--- config.mk ---
export PLATFORM = sky130hd
export DESIGN_NAME = alu_cmd_driver
export DESIGN_NICKNAME = d
export VERILOG_FILES = /design/src/rtl/alu_cmd_driver.sv
export SDC_FILE = /design/constraint.sdc
export NUM_CORES = 1
export LEC_CHECK = 0
export ABC_AREA = 1
export CAP_MARGIN = 25
export CORE_MARGIN = 2
export CORE_UTILIZATION = 30
export DETAILED_ROUTE_END_ITERATION = 10
export SYNTH_ARGS = -nofsm -noshare
export SYNTH_HDL_FRONTEND = slang
export SYNTH_SLANG_ARGS = --single-unit
--- constraint.sdc ---
create_clock -name clk -period 5.2 [get_ports clk]
set_clock_uncertainty 0.15 [all_clocks]
set_input_delay 1.56 -clock clk [delete_from_list [all_inputs] [get_ports clk]]
set_output_delay 1.56 -clock clk [all_outputs]
set_load 0.02 [all_outputs]
--- src/rtl/alu_cmd_driver.sv ---
// alu_cmd_driver: buffers ALU commands in a FIFO, issues them one at a time and returns tagged results
// Ports: cmd_* valid/ready command stream in; alu_a/alu_b/alu_op registered drive to the ALU,
// alu_out its combinational result; rsp_* valid/ready tagged response stream out; busy = work pending.
module alu_cmd_driver #(
    parameter int DATA_WIDTH = 8,
    parameter int FIFO_DEPTH = 4,
    localparam int OUT_WIDTH = 2 * DATA_WIDTH
) (
    input  logic                  clk,
    input  logic                  rst_n,
    input  logic                  cmd_valid,
    output logic                  cmd_ready,
    input  logic [3:0]            cmd_op,
    input  logic [DATA_WIDTH-1:0] cmd_a,
    input  logic [DATA_WIDTH-1:0] cmd_b,
    input  logic [3:0]            cmd_tag,
    output logic [DATA_WIDTH-1:0] alu_a,
    output logic [DATA_WIDTH-1:0] alu_b,
    output logic [3:0]            alu_op,
    input  logic [OUT_WIDTH-1:0]  alu_out,
    output logic                  rsp_valid,
    input  logic                  rsp_ready,
    output logic [OUT_WIDTH-1:0]  rsp_result,
    output logic [3:0]            rsp_tag,
    output logic                  rsp_err,
    output logic                  busy
);
    localparam int PW = $clog2(FIFO_DEPTH);
    localparam int EW = 2 * DATA_WIDTH + 8;
    localparam logic [PW:0] FULL = (PW + 1)'(FIFO_DEPTH);
    typedef enum logic [1:0] {IDLE, ISSUE, RESP} state_t;
    state_t                  state_q, state_d;
    logic [EW-1:0]           fifo_mem [FIFO_DEPTH];
    logic [PW-1:0]           wr_ptr_q, wr_ptr_d, rd_ptr_q, rd_ptr_d;
    logic [PW:0]             count_q, count_d;
    logic [DATA_WIDTH-1:0]   alu_a_q, alu_a_d, alu_b_q, alu_b_d;
    logic [3:0]              alu_op_q, alu_op_d, tag_q, tag_d, rsp_tag_q, rsp_tag_d;
    logic                    err_q, err_d, ones_q, ones_d;
    logic                    rsp_valid_q, rsp_valid_d, rsp_err_q, rsp_err_d, busy_q, busy_d;
    logic [OUT_WIDTH-1:0]    rsp_result_q, rsp_result_d;
    logic [3:0]              h_op, h_tag;
    logic [DATA_WIDTH-1:0]   h_a, h_b;
    logic                    push, pop, h_ill, h_dz;
    assign {h_op, h_a, h_b, h_tag} = fifo_mem[rd_ptr_q];
    // Full-ness looks only at the registered count: a same-cycle pop never admits a push when full.
    assign cmd_ready  = rst_n && count_q != FULL;
    assign alu_a      = alu_a_q;
    assign alu_b      = alu_b_q;
    assign alu_op     = alu_op_q;
    assign rsp_valid  = rsp_valid_q;
    assign rsp_result = rsp_result_q;
    assign rsp_tag    = rsp_tag_q;
    assign rsp_err    = rsp_err_q;
    assign busy       = busy_q;
    always_comb begin
        push         = cmd_valid && cmd_ready;
        pop          = count_q != '0 && (state_q == IDLE || (state_q == RESP && rsp_ready));
        h_ill        = h_op > 4'd10;
        h_dz         = h_op == 4'd4 && h_b == '0;
        wr_ptr_d     = wr_ptr_q + PW'(push);
        rd_ptr_d     = rd_ptr_q + PW'(pop);
        count_d      = count_q + (PW + 1)'(push) - (PW + 1)'(pop);
        state_d      = pop ? ISSUE : state_q == ISSUE ? RESP : (state_q == RESP && rsp_ready) ? IDLE : state_q;
        // Rejected commands never reach the ALU as their real opcode; it sees NOP instead.
        alu_op_d     = pop ? ((h_ill || h_dz) ? 4'd0 : h_op) : (state_q == RESP && rsp_ready) ? 4'd0 : alu_op_q;
        alu_a_d      = pop ? h_a : alu_a_q;
        alu_b_d      = pop ? h_b : alu_b_q;
        tag_d        = pop ? h_tag : tag_q;
        err_d        = pop ? (h_ill || h_dz) : err_q;
        ones_d       = pop ? h_dz : ones_q;
        rsp_valid_d  = state_q == ISSUE || (rsp_valid_q && !rsp_ready);
        // Divide-by-zero reports all ones, illegal opcodes report zero.
        rsp_result_d = state_q == ISSUE ? (err_q ? {OUT_WIDTH{ones_q}} : alu_out) : rsp_result_q;
        rsp_tag_d    = state_q == ISSUE ? tag_q : rsp_tag_q;
        rsp_err_d    = state_q == ISSUE ? err_q : rsp_err_q;
        busy_d       = count_d != '0 || state_d != IDLE;
    end
    always_ff @(posedge clk) begin
        if (push) fifo_mem[wr_ptr_q] <= {cmd_op, cmd_a, cmd_b, cmd_tag};
        if (!rst_n) begin
            state_q      <= IDLE;
            wr_ptr_q     <= '0;
            rd_ptr_q     <= '0;
            count_q      <= '0;
            alu_a_q      <= '0;
            alu_b_q      <= '0;
            alu_op_q     <= '0;
            tag_q        <= '0;
            err_q        <= 1'b0;
            ones_q       <= 1'b0;
            rsp_valid_q  <= 1'b0;
            rsp_result_q <= '0;
            rsp_tag_q    <= '0;
            rsp_err_q    <= 1'b0;
            busy_q       <= 1'b0;
        end else begin
            state_q      <= state_d;
            wr_ptr_q     <= wr_ptr_d;
            rd_ptr_q     <= rd_ptr_d;
            count_q      <= count_d;
            alu_a_q      <= alu_a_d;
            alu_b_q      <= alu_b_d;
            alu_op_q     <= alu_op_d;
            tag_q        <= tag_d;
            err_q        <= err_d;
            ones_q       <= ones_d;
            rsp_valid_q  <= rsp_valid_d;
            rsp_result_q <= rsp_result_d;
            rsp_tag_q    <= rsp_tag_d;
            rsp_err_q    <= rsp_err_d;
            busy_q       <= busy_d;
        end
    end
endmodule
==> results.json, run 1 <==
{
  "slowest_stage": "clkdlybuf4s50_1",
  "path_delay_family": "buffers and inverters",
  "wl_microns": 12800,
  "die_h_microns": 143,
  "grt_usage_pct": 12.9,
  "clock_path_buffers": 2,
  "ios": 88,
  "grt_pass1_wl_microns": 20100,
  "worstSkewPairLatency_ps": 420,
  "power_frac_comb_pct": 30.0,
  "r2r_cells": 10,
  "fin_crit_sh_pct": 89.3,
  "antenna_cells": 0,
  "cp.arrival_ps": 2930,
  "synthesis.area_sq_um": 5800,
  "async_flop_share_pct": 0,
  "p_total_uw": 4160,
  "power.internal_uw": 2770,
  "dp_hpwl_microns": 7980,
  "drt-vias-per-instance": 4.47,
  "pwr-share-seq_pct": 39.3,
  "synth-edff-count": 96,
  "vias": 4016,
  "clk_pin_slew_ps": 60,
  "cp-startpoint": "rst_n",
  "drtIter0Drc": 252,
  "drive_gt1_share_pct": 7.98,
  "core_sq_um": 18800,
  "min_to": "alu_op[0]",
  "io_buffer_count": 87,
  "hold_start": "alu_op[0]",
  "path_buf_inv": 3,
  "worstHoldPathCells": 2,
  "max_stage_delay_ps": 630,
  "antenna_found_initial": 1,
  "synth_seq_cells": 154,
  "drtAntennaViolNets": 0,
  "finalSetupTns_ps": 0,
  "final_common_cell": "edfxtp_1",
  "final_cell_mix": "edfxtp_1, nand2_1, clkdlybuf4s50_1",
  "post_cts_buffers": 0,
  "peakVddDrop_uv": 247,
  "layout.nets": 675,
  "rsz0062_at_grt": "no",
  "crit_path_frequent_cell": "clkdlybuf4s50_1",
  "cp-start-kind": "primary input",
  "drv_slew": 0,
  "hold_path_class": "reg2reg",
  "crit_path_end_kind": "output pin",
  "clockRootBuffer": "clkbuf_16",
  "yosysWarnings": 0,
  "wire_per_inst_microns": 14.2,
  "tritoncts": "built",
  "cellPowerDensity_nw_per_um2": 547,
  "setup_viol": 0,
  "grt_max_degree": 51,
  "clock_power_share_pct": 30.7,
  "final.min_clock_period_ps": 4640,
  "syn_to_final_growth_pct": 31.0,
  "reg2reg_slack_ps": 2320,
  "ys_seq_area_share_pct": 69.7,
  "htree_levels": 4,
  "clock.fmax_mhz": 215,
  "tightest_slew_ps": 1000,
  "hold_buffers": 0,
  "syn_nets": 586,
  "timing.rr.start": "rd_ptr_q[0]",
  "die_area_sq_um": 20500,
  "initial_utilization_pct": 30.8,
  "synth_cell_type_count": 24,
  "cts.repair.resized": 0,
  "grt_pass1_vias": 3994,
  "std_cell_rows": 50,
  "crit_required_ps": 3490,
  "clock_sinks": 154,
  "drc": 0,
  "cts_inserted_buffers": 17,
  "die_w_microns": 143,
  "maxCapViolations": 0,
  "cp_cell_sequence": "clkdlybuf4s50_1 -> inv_1 -> a21oi_1 -> clkdlybuf4s50_1",
  "sw_frac_of_total_pct": 33.5,
  "status": "finished clean",
  "power.switching_uw": 1390,
  "syn_area_per_cell_sq_um": 10.8,
  "netlist_instances": 537,
  "synth_flop_cell": "edfxtp_1",
  "place_congestion": 0.729,
  "relSlewSlack_pct": 33.0,
  "p_leak_uw": 0.00281,
  "critical_path_class": "in2out",
  "cp_max_fo": 2,
  "dr.pass1.iters": 4,
  "finalHoldViolCount": 0,
  "timing.rr.end": "err_q",
  "grt_remaining_overflow": 0
}
-- stage by stage --
step | std cells | worst slack (ps) | area (sq um) | util (%) | hold WS, ps
after floorplan | 537 | 397 | 5800 | - | 300
after global placement | 867 | 590 | 6980 | 37.1 | 315
after detailed placement | 867 | 560 | 6980 | 37.1 | 310
after CTS | 899 | 548 | 7600 | 40.4 | 320
after global routing | 899 | 473 | 7600 | 40.4 | 341
final | 899 | 558 | 7600 | 40.4 | 323
-- state kept, by name, indices dropped and copies added (netlist names) --
| signal | count |
|---|---|
| alu_a | 8 |
| alu_b | 8 |
| alu_op | 4 |
| busy | 1 |
| count_q | 3 |
| err_q | 1 |
| fifo_mem | 96 |
| ones_q | 1 |
| rd_ptr_q | 2 |
| rsp_err | 1 |
| rsp_result | 16 |
| rsp_tag | 4 |
| rsp_valid | 1 |
| state_q | 2 |
| tag_q | 4 |
| wr_ptr_q | 2 |
-- area by class of cell --
cell class | count | area, sq um
well taps | 260 | 325
multi-input cells | 326 | 1540
repair buffers | 100 | 968
clock inverters | 12 | 163
inverters | 27 | 101
clock buffers | 20 | 458
flip-flops and latches | 154 | 4050
fillers | 1745 | 11200
-- tightest hold or removal path: cells and delay by family (launching register included) --
kind	cells	cell delay (ps)
flip-flops	1	310
AND/OR/NAND/NOR	1	60
AO/OA/AOI/OAI	1	60
-- synth_stat cells, types with 4 or more instances --
library cell	instances	share of area [%]
nand2_1	94	6.1
nor3_1	6	0.52
edfxtp_1	96	50
ha_1	4	0.86
o21ai_0	66	5.7
a21oi_1	31	2.7
a31oi_1	15	1.6
nand3_1	30	2.6
clkbuf_1	16	1.0
inv_1	25	1.6
nor2_1	70	4.5
dfxtp_1	58	20
buf_2	11	0.95
-- layer usage --
layer / part of all wire [%] / track usage (%)
met1: 44 / 15.4
met2: 48 / 21.5
met3: 6.6 / 4.33
met4: 1.0 / 4.69
met5: 0.10 / 0
-- power by group through the flow --
| stage | Clock (uW) | Sequential (uW) | Combinational, uW |
|---|---|---|---|
| finish | 1280 | 1630 | 1250 |
| global route | 1360 | 1660 | 1400 |
| CTS | 1300 | 1630 | 1260 |
| detailed placement | 0 | 1660 | 1260 |
| global placement | 0 | 1650 | 1220 |
| floorplan | 0 | 1740 | 686 |
-- worst max-delay path by stage --
stage | cells past startpoint | slack (ps) | to
CTS | 4 | 550 | cmd_ready
global route | 4 | 470 | cmd_ready
detailed placement | 4 | 560 | cmd_ready
global placement | 4 | 590 | cmd_ready
floorplan | 5 | 400 | fifo_mem[0][0]
finish | 4 | 560 | cmd_ready
-- cells by family after synthesis --
group	Yosys count	synth area share, %
compound gates	115	10.3
xor+xnor	4	0.604
fa+ha+maj	5	1.21
buf+inv	57	4.18
flops	154	69.7
simple gates	202	14.0
Note: power is estimated with default switching activity, not from simulation.
==> run 2: changes to the inputs <==
--- a/config.mk
+++ b/config.mk
@@ -7,6 +7,7 @@
 export LEC_CHECK = 0
 export ABC_AREA = 1
 export CAP_MARGIN = 25
+export CORE_ASPECT_RATIO = 0.5
 export CORE_MARGIN = 2
 export CORE_UTILIZATION = 30
 export DETAILED_ROUTE_END_ITERATION = 10
==> results.json, run 2 (synthesized netlist as in run 1, its figures left out) <==
{
  "status": "finished clean",
  "core_sq_um": 18700,
  "worstSkewPairLatency_ps": 410,
  "drc": 0,
  "grt_usage_pct": 13.4,
  "max_stage_delay_ps": 660,
  "place_congestion": 0.737,
  "drtAntennaViolNets": 0,
  "ios": 88,
  "htree_levels": 4,
  "tightest_slew_ps": 942,
  "clock.fmax_mhz": 212,
  "post_cts_buffers": 0,
  "final_common_cell": "edfxtp_1",
  "clock_path_buffers": 2,
  "cellPowerDensity_nw_per_um2": 548,
  "p_leak_uw": 0.00281,
  "peakVddDrop_uv": 280,
  "final_cells": 898,
  "dp_hpwl_microns": 8250,
  "top_register": "fifo_mem",
  "maxCapViolations": 0,
  "drive_gt1_share_pct": 8.14,
  "grt_remaining_overflow": 0,
  "cts_inserted_buffers": 17,
  "rsz0062_at_grt": "no",
  "crit_path_frequent_cell": "clkdlybuf4s50_1",
  "largest_reg_flops": 96,
  "dr.pass1.iters": 4,
  "relSlewSlack_pct": 37.1,
  "grt_pass1_vias": 3894,
  "crit_path_end_kind": "output pin",
  "cp_cell_sequence": "clkdlybuf4s50_1 -> inv_1 -> a21oi_1 -> clkdlybuf4s50_1",
  "grt_max_degree": 51,
  "setup_viol": 0,
  "p_total_uw": 4160,
  "critical_path_class": "in2out",
  "tritoncts": "built",
  "hold_path_class": "reg2reg",
  "syn_to_final_growth_pct": 30.9,
  "std_cell_rows": 35,
  "wire_per_inst_microns": 14.8,
  "die_area_sq_um": 20500,
  "post_dp_cell_area_sq_um": 6980,
  "crit_required_ps": 3490,
  "clock_sinks": 154,
  "drt-vias-per-instance": 4.49,
  "slowest_stage": "clkdlybuf4s50_1",
  "die_w_microns": 201,
  "fin_area_sq_um": 7600,
  "final_cell_mix": "edfxtp_1, nand2_1, clkdlybuf4s50_1",
  "hold_buffers": 0,
  "antenna_cells": 0,
  "drv_slew": 0,
  "cts.repair.resized": 0,
  "antenna_found_initial": 0,
  "io_buffer_count": 87,
  "drtIter0Drc": 307,
  "die_h_microns": 102,
  "wl_microns": 13300,
  "initial_utilization_pct": 31.1,
  "finalSetupTns_ps": 0,
  "cp_max_fo": 2,
  "final.min_clock_period_ps": 4730,
  "fin_crit_sh_pct": 90.9,
  "clk_pin_slew_ps": 60,
  "vias": 4029,
  "placedCellCount": 866,
  "cp.arrival_ps": 3020,
  "holdWs_ps": 315,
  "finalHoldViolCount": 0,
  "grt_pass1_wl_microns": 21100,
  "layout.nets": 675,
  "cp-start-kind": "primary input",
  "clockRootBuffer": "clkbuf_16"
}
## run 2: metal layers
metal / up-vias / track usage [%] / routed length, microns
met5: - / 0 / 0
met4: 0 / 3.87 / 68
met3: 4 / 4.21 / 552
met2: 68 / 21.9 / 6290
met1: 1930 / 17.4 / 6350
li1: 2027 / - / -
## run 2: worst paths after layout
path	from	to	slack, ps	depth (start not counted)
max	rst_n	cmd_ready	470	4
min	alu_op[2]	alu_op[2]	310	2
max reg2reg	count_q[1]	busy	2580	9
min reg2reg	alu_op[2]	alu_op[2]	310	2
## run 2: area by class of cell
cell class / instances / area (sq um)
clock buffer: 18 / 439
clock inverter: 14 / 176
fill: 1798 / 11100
inverter: 27 / 101
multi-input combinational: 326 / 1540
sequential: 154 / 4040
tap: 259 / 324
timing repair buffer: 100 / 968
## run 2: power by group
part | total (uW) | leakage (uW) | switching, uW | internal [uW]
clock network | 1270 | 0.000300 | 528 | 744
logic | 1310 | 0.00116 | 823 | 485
registers | 1580 | 0.00135 | 91.4 | 1490
total | 4160 | 0.00281 | 1440 | 2720
## run 2: per-stage QoR
step / worst slack [ps] / utilization (%)
finish: 473 / 40.7
global route: 373 / 40.7
CTS: 445 / 40.7
detailed placement: 445 / 37.4
global placement: 424 / 37.4
floorplan: 397 / -
## run 2: worst max-delay path: cells and delay by family
family          cells  cell delay, ps
compound gates      1             220
buf+inv             3            1230
==> run 3: changes to the inputs <==
==> constraint.sdc (replaced) <==
create_clock -name clk -period 5.45 [get_ports clk]
set_clock_uncertainty 0.15 [all_clocks]
set_input_delay 1.635 -clock clk [delete_from_list [all_inputs] [get_ports clk]]
set_output_delay 1.635 -clock clk [all_outputs]
set_load 0.02 [all_outputs]
==> results.json, run 3 (synthesized netlist as in run 1, its figures left out) <==
{
  "crit_required_ps": 3670,
  "cp-start-kind": "primary input",
  "slowest_stage": "clkdlybuf4s50_1",
  "crit_path_end_kind": "output pin",
  "cts_inserted_buffers": 17,
  "vias": 4000,
  "drtAntennaViolNets": 0,
  "wire_per_inst_microns": 14.7,
  "layout.nets": 673,
  "final_common_cell": "edfxtp_1",
  "core_sq_um": 18700,
  "drt-vias-per-instance": 4.46,
  "syn_to_final_growth_pct": 30.7,
  "reg2reg_slack_ps": 2850,
  "clockRootBuffer": "clkbuf_16",
  "min_to": "alu_op[0]",
  "placedCellCount": 864,
  "die_area_sq_um": 20500,
  "post_cts_buffers": 0,
  "fin_crit_sh_pct": 89.9,
  "cts.repair.resized": 0,
  "clk_pin_slew_ps": 60,
  "dr.pass1.iters": 4,
  "drive_gt1_share_pct": 7.69,
  "drv_slew": 0,
  "antenna_found_initial": 0,
  "clock_sinks": 154,
  "final_cells": 896,
  "relSlewSlack_pct": 36.9,
  "drtIter0Drc": 274,
  "timing.rr.end": "busy",
  "setup_viol": 0,
  "grt_pass1_vias": 3780,
  "fin_area_sq_um": 7580,
  "maxCapViolations": 0,
  "ios": 88,
  "std_cell_rows": 35,
  "grt_pass1_wl_microns": 20300,
  "top_register": "fifo_mem",
  "initial_utilization_pct": 31.1,
  "max_stage_delay_ps": 660,
  "worstHoldPathCells": 2,
  "finalHoldViolCount": 0,
  "holdWs_ps": 322,
  "cp.arrival_ps": 3110,
  "status": "finished clean",
  "path_delay_family": "buffers and inverters",
  "critical_path_class": "in2out",
  "path_buf_inv": 3,
  "p_leak_uw": 0.00280,
  "clock.fmax_mhz": 204,
  "cellPowerDensity_nw_per_um2": 522,
  "dp_hpwl_microns": 8090,
  "place_congestion": 0.721,
  "crit_cells": 4,
  "die_h_microns": 102,
  "rsz0062_at_grt": "no",
  "die_w_microns": 201,
  "final_cell_mix": "edfxtp_1, nand2_1, clkdlybuf4s50_1",
  "worstSkewPairLatency_ps": 420,
  "cp_cell_sequence": "clkdlybuf4s50_1 -> inv_1 -> a21oi_1 -> clkdlybuf4s50_1",
  "tightest_slew_ps": 946,
  "final.min_clock_period_ps": 4900,
  "timing.rr.start": "count_q[1]",
  "finalSetupTns_ps": 0,
  "hold_path_class": "reg2reg",
  "io_buffer_count": 87,
  "htree_levels": 4,
  "r2r_cells": 9,
  "largest_reg_flops": 96,
  "peakVddDrop_uv": 211,
  "grt_remaining_overflow": 0,
  "clock_path_buffers": 2,
  "post_dp_cell_area_sq_um": 6980,
  "hold_buffers": 0,
  "hold_start": "alu_op[0]",
  "wl_microns": 13100,
  "grt_max_degree": 51,
  "grt_usage_pct": 13.0,
  "antenna_cells": 0,
  "tritoncts": "built",
  "crit_path_frequent_cell": "clkdlybuf4s50_1",
  "cp_max_fo": 2,
  "drc": 0
}
[run 3: worst reg2reg max path, stage by stage, from the launching register on]
cell     delay, ps
dfxtp_1        400
nor2_1          70
a21oi_1        240
nand2_1        290
ha_1           370
inv_1           40
ha_1           190
fa_1           450
nor3_1         200
a31oi_1        100
[run 3: how the worst max path moves through the flow]
stage,startpoint,to,slack (ps)
after global placement,rst_n,cmd_ready,520
after CTS,rst_n,cmd_ready,540
after global routing,rst_n,cmd_ready,490
final,rst_n,cmd_ready,550
after detailed placement,rst_n,cmd_ready,540
after floorplan,rst_n,fifo_mem[0][0],570
[run 3: stage by stage]
stage               total power (uW)  utilization (%)  setup slack, ps
global placement                2770             37.4              523
CTS                             4000             40.7              538
detailed placement              2790             37.4              538
global route                    4200             40.7              491
floorplan                       2320                -              572
finish                          3960             40.7              550
[run 3: per-layer routing]
layer  wire [microns]  up-vias  global-route usage, %
met1             6190     1881                   16.6
li1                 -     2022                      -
met2             6210       80                   21.9
met4              201        0                   5.19
met5                0        -                      0
met3              550       17                   2.97
[run 3: layout make-up]
class	count	area, sq um
fill	1785	11100
sequential	154	4040
multi-input combinational	326	1540
timing repair buffer	98	966
clock buffer	18	429
tap	259	324
clock inverter	14	176
inverter	27	101
[run 3: power by group]
| part | switching [uW] | internal [uW] |
|---|---|---|
| logic | 784 | 463 |
| registers | 87.2 | 1420 |
| clock network | 505 | 695 |
| total | 1380 | 2580 |
